==> src/rtl/tow_referee.sv <==
// Tug-of-war round/match referee: countdown, play, rope marker, round winner and match score.
// Optional feature: define TOW_FALSE_START_EN to punish pushes made during the countdown.
module tow_referee #(
    parameter int LEDS      = 9,
    parameter int COUNT_CYC = 25_000_000,
    parameter int MATCH     = 3
) (
    input  logic            clk,
    input  logic            rst,
    input  logic            start,
    input  logic            pl,
    input  logic            pr,
    output logic [LEDS-1:0] pos,
    output logic [1:0]      state,
    output logic            go,
    output logic            win_l,
    output logic            win_r,
    output logic [3:0]      score_l,
    output logic [3:0]      score_r,
    output logic            match_over
);

    localparam int              CW      = $clog2(COUNT_CYC + 1);
    localparam logic [CW-1:0]   RELOAD  = CW'(COUNT_CYC - 1);
    localparam logic [LEDS-1:0] CENTRE  = LEDS'(1) << (LEDS / 2);
    localparam logic [LEDS-1:0] GOAL_L  = LEDS'(1) << (LEDS - 1);
    localparam logic [LEDS-1:0] GOAL_R  = LEDS'(1);
    localparam logic [3:0]      MATCH_W = 4'(MATCH);

    typedef enum logic [1:0] {S_IDLE, S_COUNT, S_PLAY, S_WIN} state_t;

    state_t          r_state;
    logic [CW-1:0]   r_cnt;
    logic [LEDS-1:0] r_pos;
    logic            r_go;
    logic            r_win_l;
    logic            r_win_r;
    logic [3:0]      r_score_l;
    logic [3:0]      r_score_r;
    logic            r_match;

    logic            w_push_l;
    logic            w_push_r;
    logic [LEDS-1:0] w_pos_l;
    logic [LEDS-1:0] w_pos_r;
    logic [3:0]      w_sl_inc;
    logic [3:0]      w_sr_inc;

    // Simultaneous pushes cancel, so only a lone push counts as a move.
    assign w_push_l = pl & ~pr;
    assign w_push_r = pr & ~pl;
    assign w_pos_l  = r_pos << 1;
    assign w_pos_r  = r_pos >> 1;
    assign w_sl_inc = r_score_l + 4'd1;
    assign w_sr_inc = r_score_r + 4'd1;

    always_ff @(posedge clk) begin
        if (!rst) begin
            r_state   <= S_IDLE;
            r_cnt     <= '0;
            r_pos     <= CENTRE;
            r_go      <= 1'b0;
            r_win_l   <= 1'b0;
            r_win_r   <= 1'b0;
            r_score_l <= '0;
            r_score_r <= '0;
            r_match   <= 1'b0;
        end else begin
            case (r_state)
                S_IDLE: begin
                    if (start) begin
                        r_state <= S_COUNT;
                        r_cnt   <= RELOAD;
                    end
                end
                S_COUNT: begin
`ifdef TOW_FALSE_START_EN
                    // A push before the go signal hands the round to the opponent.
                    if (w_push_l) begin
                        r_state   <= S_WIN;
                        r_pos     <= GOAL_R;
                        r_win_r   <= 1'b1;
                        r_score_r <= w_sr_inc;
                        r_match   <= (w_sr_inc == MATCH_W);
                    end else if (w_push_r) begin
                        r_state   <= S_WIN;
                        r_pos     <= GOAL_L;
                        r_win_l   <= 1'b1;
                        r_score_l <= w_sl_inc;
                        r_match   <= (w_sl_inc == MATCH_W);
                    end else if (pl && pr) begin
                        r_cnt <= RELOAD;
                    end else
`endif
                    if (r_cnt == '0) begin
                        r_state <= S_PLAY;
                        r_go    <= 1'b1;
                    end else begin
                        r_cnt <= r_cnt - CW'(1);
                    end
                end
                S_PLAY: begin
                    if (w_push_l) begin
                        r_pos <= w_pos_l;
                        if (w_pos_l[LEDS-1]) begin
                            r_state   <= S_WIN;
                            r_go      <= 1'b0;
                            r_win_l   <= 1'b1;
                            r_score_l <= w_sl_inc;
                            r_match   <= (w_sl_inc == MATCH_W);
                        end
                    end else if (w_push_r) begin
                        r_pos <= w_pos_r;
                        if (w_pos_r[0]) begin
                            r_state   <= S_WIN;
                            r_go      <= 1'b0;
                            r_win_r   <= 1'b1;
                            r_score_r <= w_sr_inc;
                            r_match   <= (w_sr_inc == MATCH_W);
                        end
                    end
                end
                S_WIN: begin
                    if (start) begin
                        r_state <= S_COUNT;
                        r_cnt   <= RELOAD;
                        r_pos   <= CENTRE;
                        r_win_l <= 1'b0;
                        r_win_r <= 1'b0;
                        // A finished match starts the next one from zero.
                        if (r_match) begin
                            r_score_l <= '0;
                            r_score_r <= '0;
                            r_match   <= 1'b0;
                        end
                    end
                end
                default: r_state <= S_IDLE;
            endcase
        end
    end

    assign pos        = r_pos;
    assign state      = r_state;
    assign go         = r_go;
    assign win_l      = r_win_l;
    assign win_r      = r_win_r;
    assign score_l    = r_score_l;
    assign score_r    = r_score_r;
    assign match_over = r_match;

endmodule

==> config.mk <==
export PLATFORM = sky130hd
export DESIGN_NAME = tow_referee
export DESIGN_NICKNAME = d
export VERILOG_FILES = /design/src/rtl/tow_referee.sv
export SDC_FILE = /design/constraint.sdc
export NUM_CORES = 1
export LEC_CHECK = 0
export CAP_MARGIN = 10
export CORE_MARGIN = 3
export CORE_UTILIZATION = 64
export CTS_CLUSTER_SIZE = 8
export DETAILED_ROUTE_END_ITERATION = 10
export DONT_BUFFER_PORTS = 1
export GPL_ROUTABILITY_DRIVEN = 0
export MAX_ROUTING_LAYER = met4
export PLACE_DENSITY = 0.88
export SETUP_SLACK_MARGIN = 0.2
export SLEW_MARGIN = 20
export SYNTH_ARGS = -nofsm -noshare
export SYNTH_HDL_FRONTEND = slang
export SYNTH_SLANG_ARGS = --single-unit
==> constraint.sdc <==
create_clock -name clk -period 4.27 [get_ports clk]
set_input_delay 0.854 -clock clk [delete_from_list [all_inputs] [get_ports clk]]
set_output_delay 0.854 -clock clk [all_outputs]
set_load 0.1 [all_outputs]
==> flow_summary.json <==
{
  "clock_skew_ns": 0.01238,
  "yosys.area_share.adder_pct": 4.171,
  "grtUsageMet1_pct": 30.08,
  "grt-ovfl-total": 0,
  "drt_pass1_iterations": 4,
  "maxCapViolCount": 0,
  "clkSinkCount": 48,
  "path_delay_family": "compound AO/OA/AOI/OAI gates",
  "synthCells": 322,
  "synth_mux_area_share_pct": 3.336,
  "crit_cells": 9,
  "vias": 2369,
  "crit_chain": "buf_4, inv_1, ha_1, nor2b_1, a21oi_1, a31oi_2, nand4_1, xnor2_1, a21o_1",
  "rsz0062_at_grt": "false",
  "synth-seq-cells": 48,
  "clk_pin_slew_ns": 0.10,
  "drv_slew": 0,
  "use_met2_pct": 39.24,
  "synth_top_family_by_area": "simple AND/OR/NAND/NOR gates",
  "synth_cell_types": 54,
  "mappedNetlistNets": 336,
  "leakage_nw": 1.104,
  "hold_depth": 1,
  "finalSetupViolCount": 0,
  "yosys.area_share.simple_pct": 28.08,
  "synth.area.top_cells": "dfxtp_1 36%, nor2_1 7.5%, a21oi_1 4.6%, ha_1 4.2%, mux2i_1 3.3%",
  "multiInputGateArea_sq_um": 1612,
  "cts_resized": 0,
  "final_cell_mix": "54 x nor2_1, 48 x dfxtp_1, 25 x a21oi_1",
  "worst_ep_required_time_ns": 4.49,
  "max_stage_delay_ns": 0.66,
  "hold_viol": 0,
  "critical_path_buf_inv_count": 2,
  "synth_edf_count": 0,
  "hold_buffers": 0,
  "yosys_most_used_dff": "dfxtp_1",
  "relSlewSlack_pct": 23.04,
  "nets": 328,
  "cp-start-kind": "flop",
  "synth_compound_gate_area_share_pct": 20.53,
  "ios": 28,
  "r2r_slack_ns": 1.31,
  "grt_max_degree": 31,
  "grt_antenna_before_repair": 0,
  "clockBufferDepth": 2,
  "layout_setup_ws_ns": 1.307,
  "die_w_um": 70.95,
  "tns_ns": 0,
  "ys_warn_count": 0,
  "tightestPinTransition_ns": 1.153,
  "synth_xor_area_share_pct": 3.568,
  "die_area_sq_um": 5034,
  "dieHeight_um": 70.95,
  "yosysSeqAreaShare_pct": 35.59,
  "num_rows": 22,
  "wl_per_cell_um": 16.45,
  "holdCritPathClass": "reg2reg",
  "detail_route.drc_violations": 0,
  "post_cts_buffers": 0,
  "cts_root_buf": "clkbuf_8",
  "p_per_area_nw_per_um2": 727.3,
  "preCtsSetupSlack_ns": 1.374,
  "nFillCells": 279,
  "grt_pass1_wl_um": 9867,
  "tritoncts": "done",
  "worstSkewPairLatency_ns": 0.32,
  "antenna_cells": 0,
  "grtUsageTotal_pct": 24.64,
  "dpl.hpwl_um": 4076,
  "cts_buffers": 5,
  "drive_gt1_share_pct": 10.16,
  "synthArstFlopShare_pct": 0,
  "seqCellArea_sq_um": 960.9,
  "ant_nets": 0,
  "grtUsageMet3_pct": 6.392,
  "period_needed_ns": 2.963,
  "cp-end-kind": "flop",
  "crit_fanout": 17,
  "via_per_inst": 6.526,
  "synth_area_per_cell_sq_um": 8.385,
  "yosys.area.top_type": "dfxtp_1",
  "synth_top_area_share_pct": 35.59,
  "ir_drop_uv": 434.3,
  "cpMaxStageDelayCell": "a31oi_2",
  "finalWirelength_um": 5971,
  "mostFrequentLayoutCell": "nor2_1",
  "grt_pass1_vias": 2109,
  "core_area_sq_um": 3854,
  "critPathKind": "reg2reg",
  "start_util_pct": 70.06,
  "ff2ff_path_depth": 9,
  "area_growth_pct": 4.263,
  "fmax_ghz": 0.3375,
  "htree_num_levels": 2,
  "syn-cell-area_sq_um": 2700,
  "fin_crit_sh_pct": 69.39,
  "status": "finished clean",
  "first_iter_violations": 214,
  "portBuffers": 0,
  "gr-max-usage-layer": "met2",
  "arrival_ns": 3.19
}
-- flip-flops by register name (all words and copies together) (netlist names) --
register	cells
pos	9
match_over	1
state	2
score_r	4
score_l	4
r_cnt	25
win_r	1
win_l	1
go	1
-- layout make-up --
cell class                      count  area share (%)
Multi-Input combinational cell    245           57.24
Timing Repair Buffer                4           1.067
Clock buffer                        5           2.444
Tap cell                           48           2.133
Inverter                           10           1.333
Clock inverter                      3           1.644
Sequential cell                    48           34.13
-- power by group --
group          switching (mW)  total (mW)  internal [mW]  leakage [nW]
clock                   0.164       0.341          0.176        0.0548
combinational           0.605       0.947          0.341         0.657
sequential              0.213       0.760          0.547         0.392
-- kinds of logic after synthesis --
| logic type | after synthesis |
|---|---|
| fa+ha+maj | 9 |
| simple gates | 136 |
| compound gates | 80 |
| buf+inv | 29 |
| xor+xnor | 11 |
| flops | 48 |
| mux | 9 |
-- worst register-to-register path, stage by stage, from the launching register on --
cell and delay (ns):
dfxtp_1 0.32, buf_4 0.31, inv_1 0.08, ha_1 0.50
nor2b_1 0.32, a21oi_1 0.10, a31oi_2 0.66, nand4_1 0.22
xnor2_1 0.17, a21o_1 0.17
-- synthesized netlist by cell type, drive strengths merged, types with 5 or more instances --
cell    number
nor4         7
mux2i        9
ha           9
dfxtp       48
nand4        5
xor2         6
a311oi       7
clkbuf      12
a21oi       26
buf          7
a21o        10
o21ai       10
nor2        56
a31oi        5
inv         10
nor3        16
nand3        7
nand2       15
xnor2        5
nand2b       6
-- metal layers --
metal  routed length [um]  part of all wire (%)
met3                  415                   7.0
met4                   87                   1.5
met1                 2626                    44
met2                 2841                    48
met5                    0                     0
-- stage by stage --
stage          util [%]  instance area, sq um  hold slack (ns)  total power [mW]  cells
3_5_place_dp      70.06                  2700           0.5099             1.698    355
2_1_floorplan         -                  2700           0.4819             1.545    322
4_1_cts           73.05                  2815           0.5227             2.043    363
3_3_place_gp      70.06                  2700           0.5069             1.661    355
5_1_grt           73.05                  2815           0.5652             2.180    363
6_report          73.05                  2815           0.5249             2.048    363
-- path summary, 6_finish.rpt --
kind,from,endpoint
min reg2reg,r_cnt[12],r_cnt[12]
max,state[0],r_cnt[24]
min,r_cnt[12],r_cnt[12]
max reg2reg,state[0],r_cnt[24]
No activity file was read; power rests on OpenSTA's default activity.
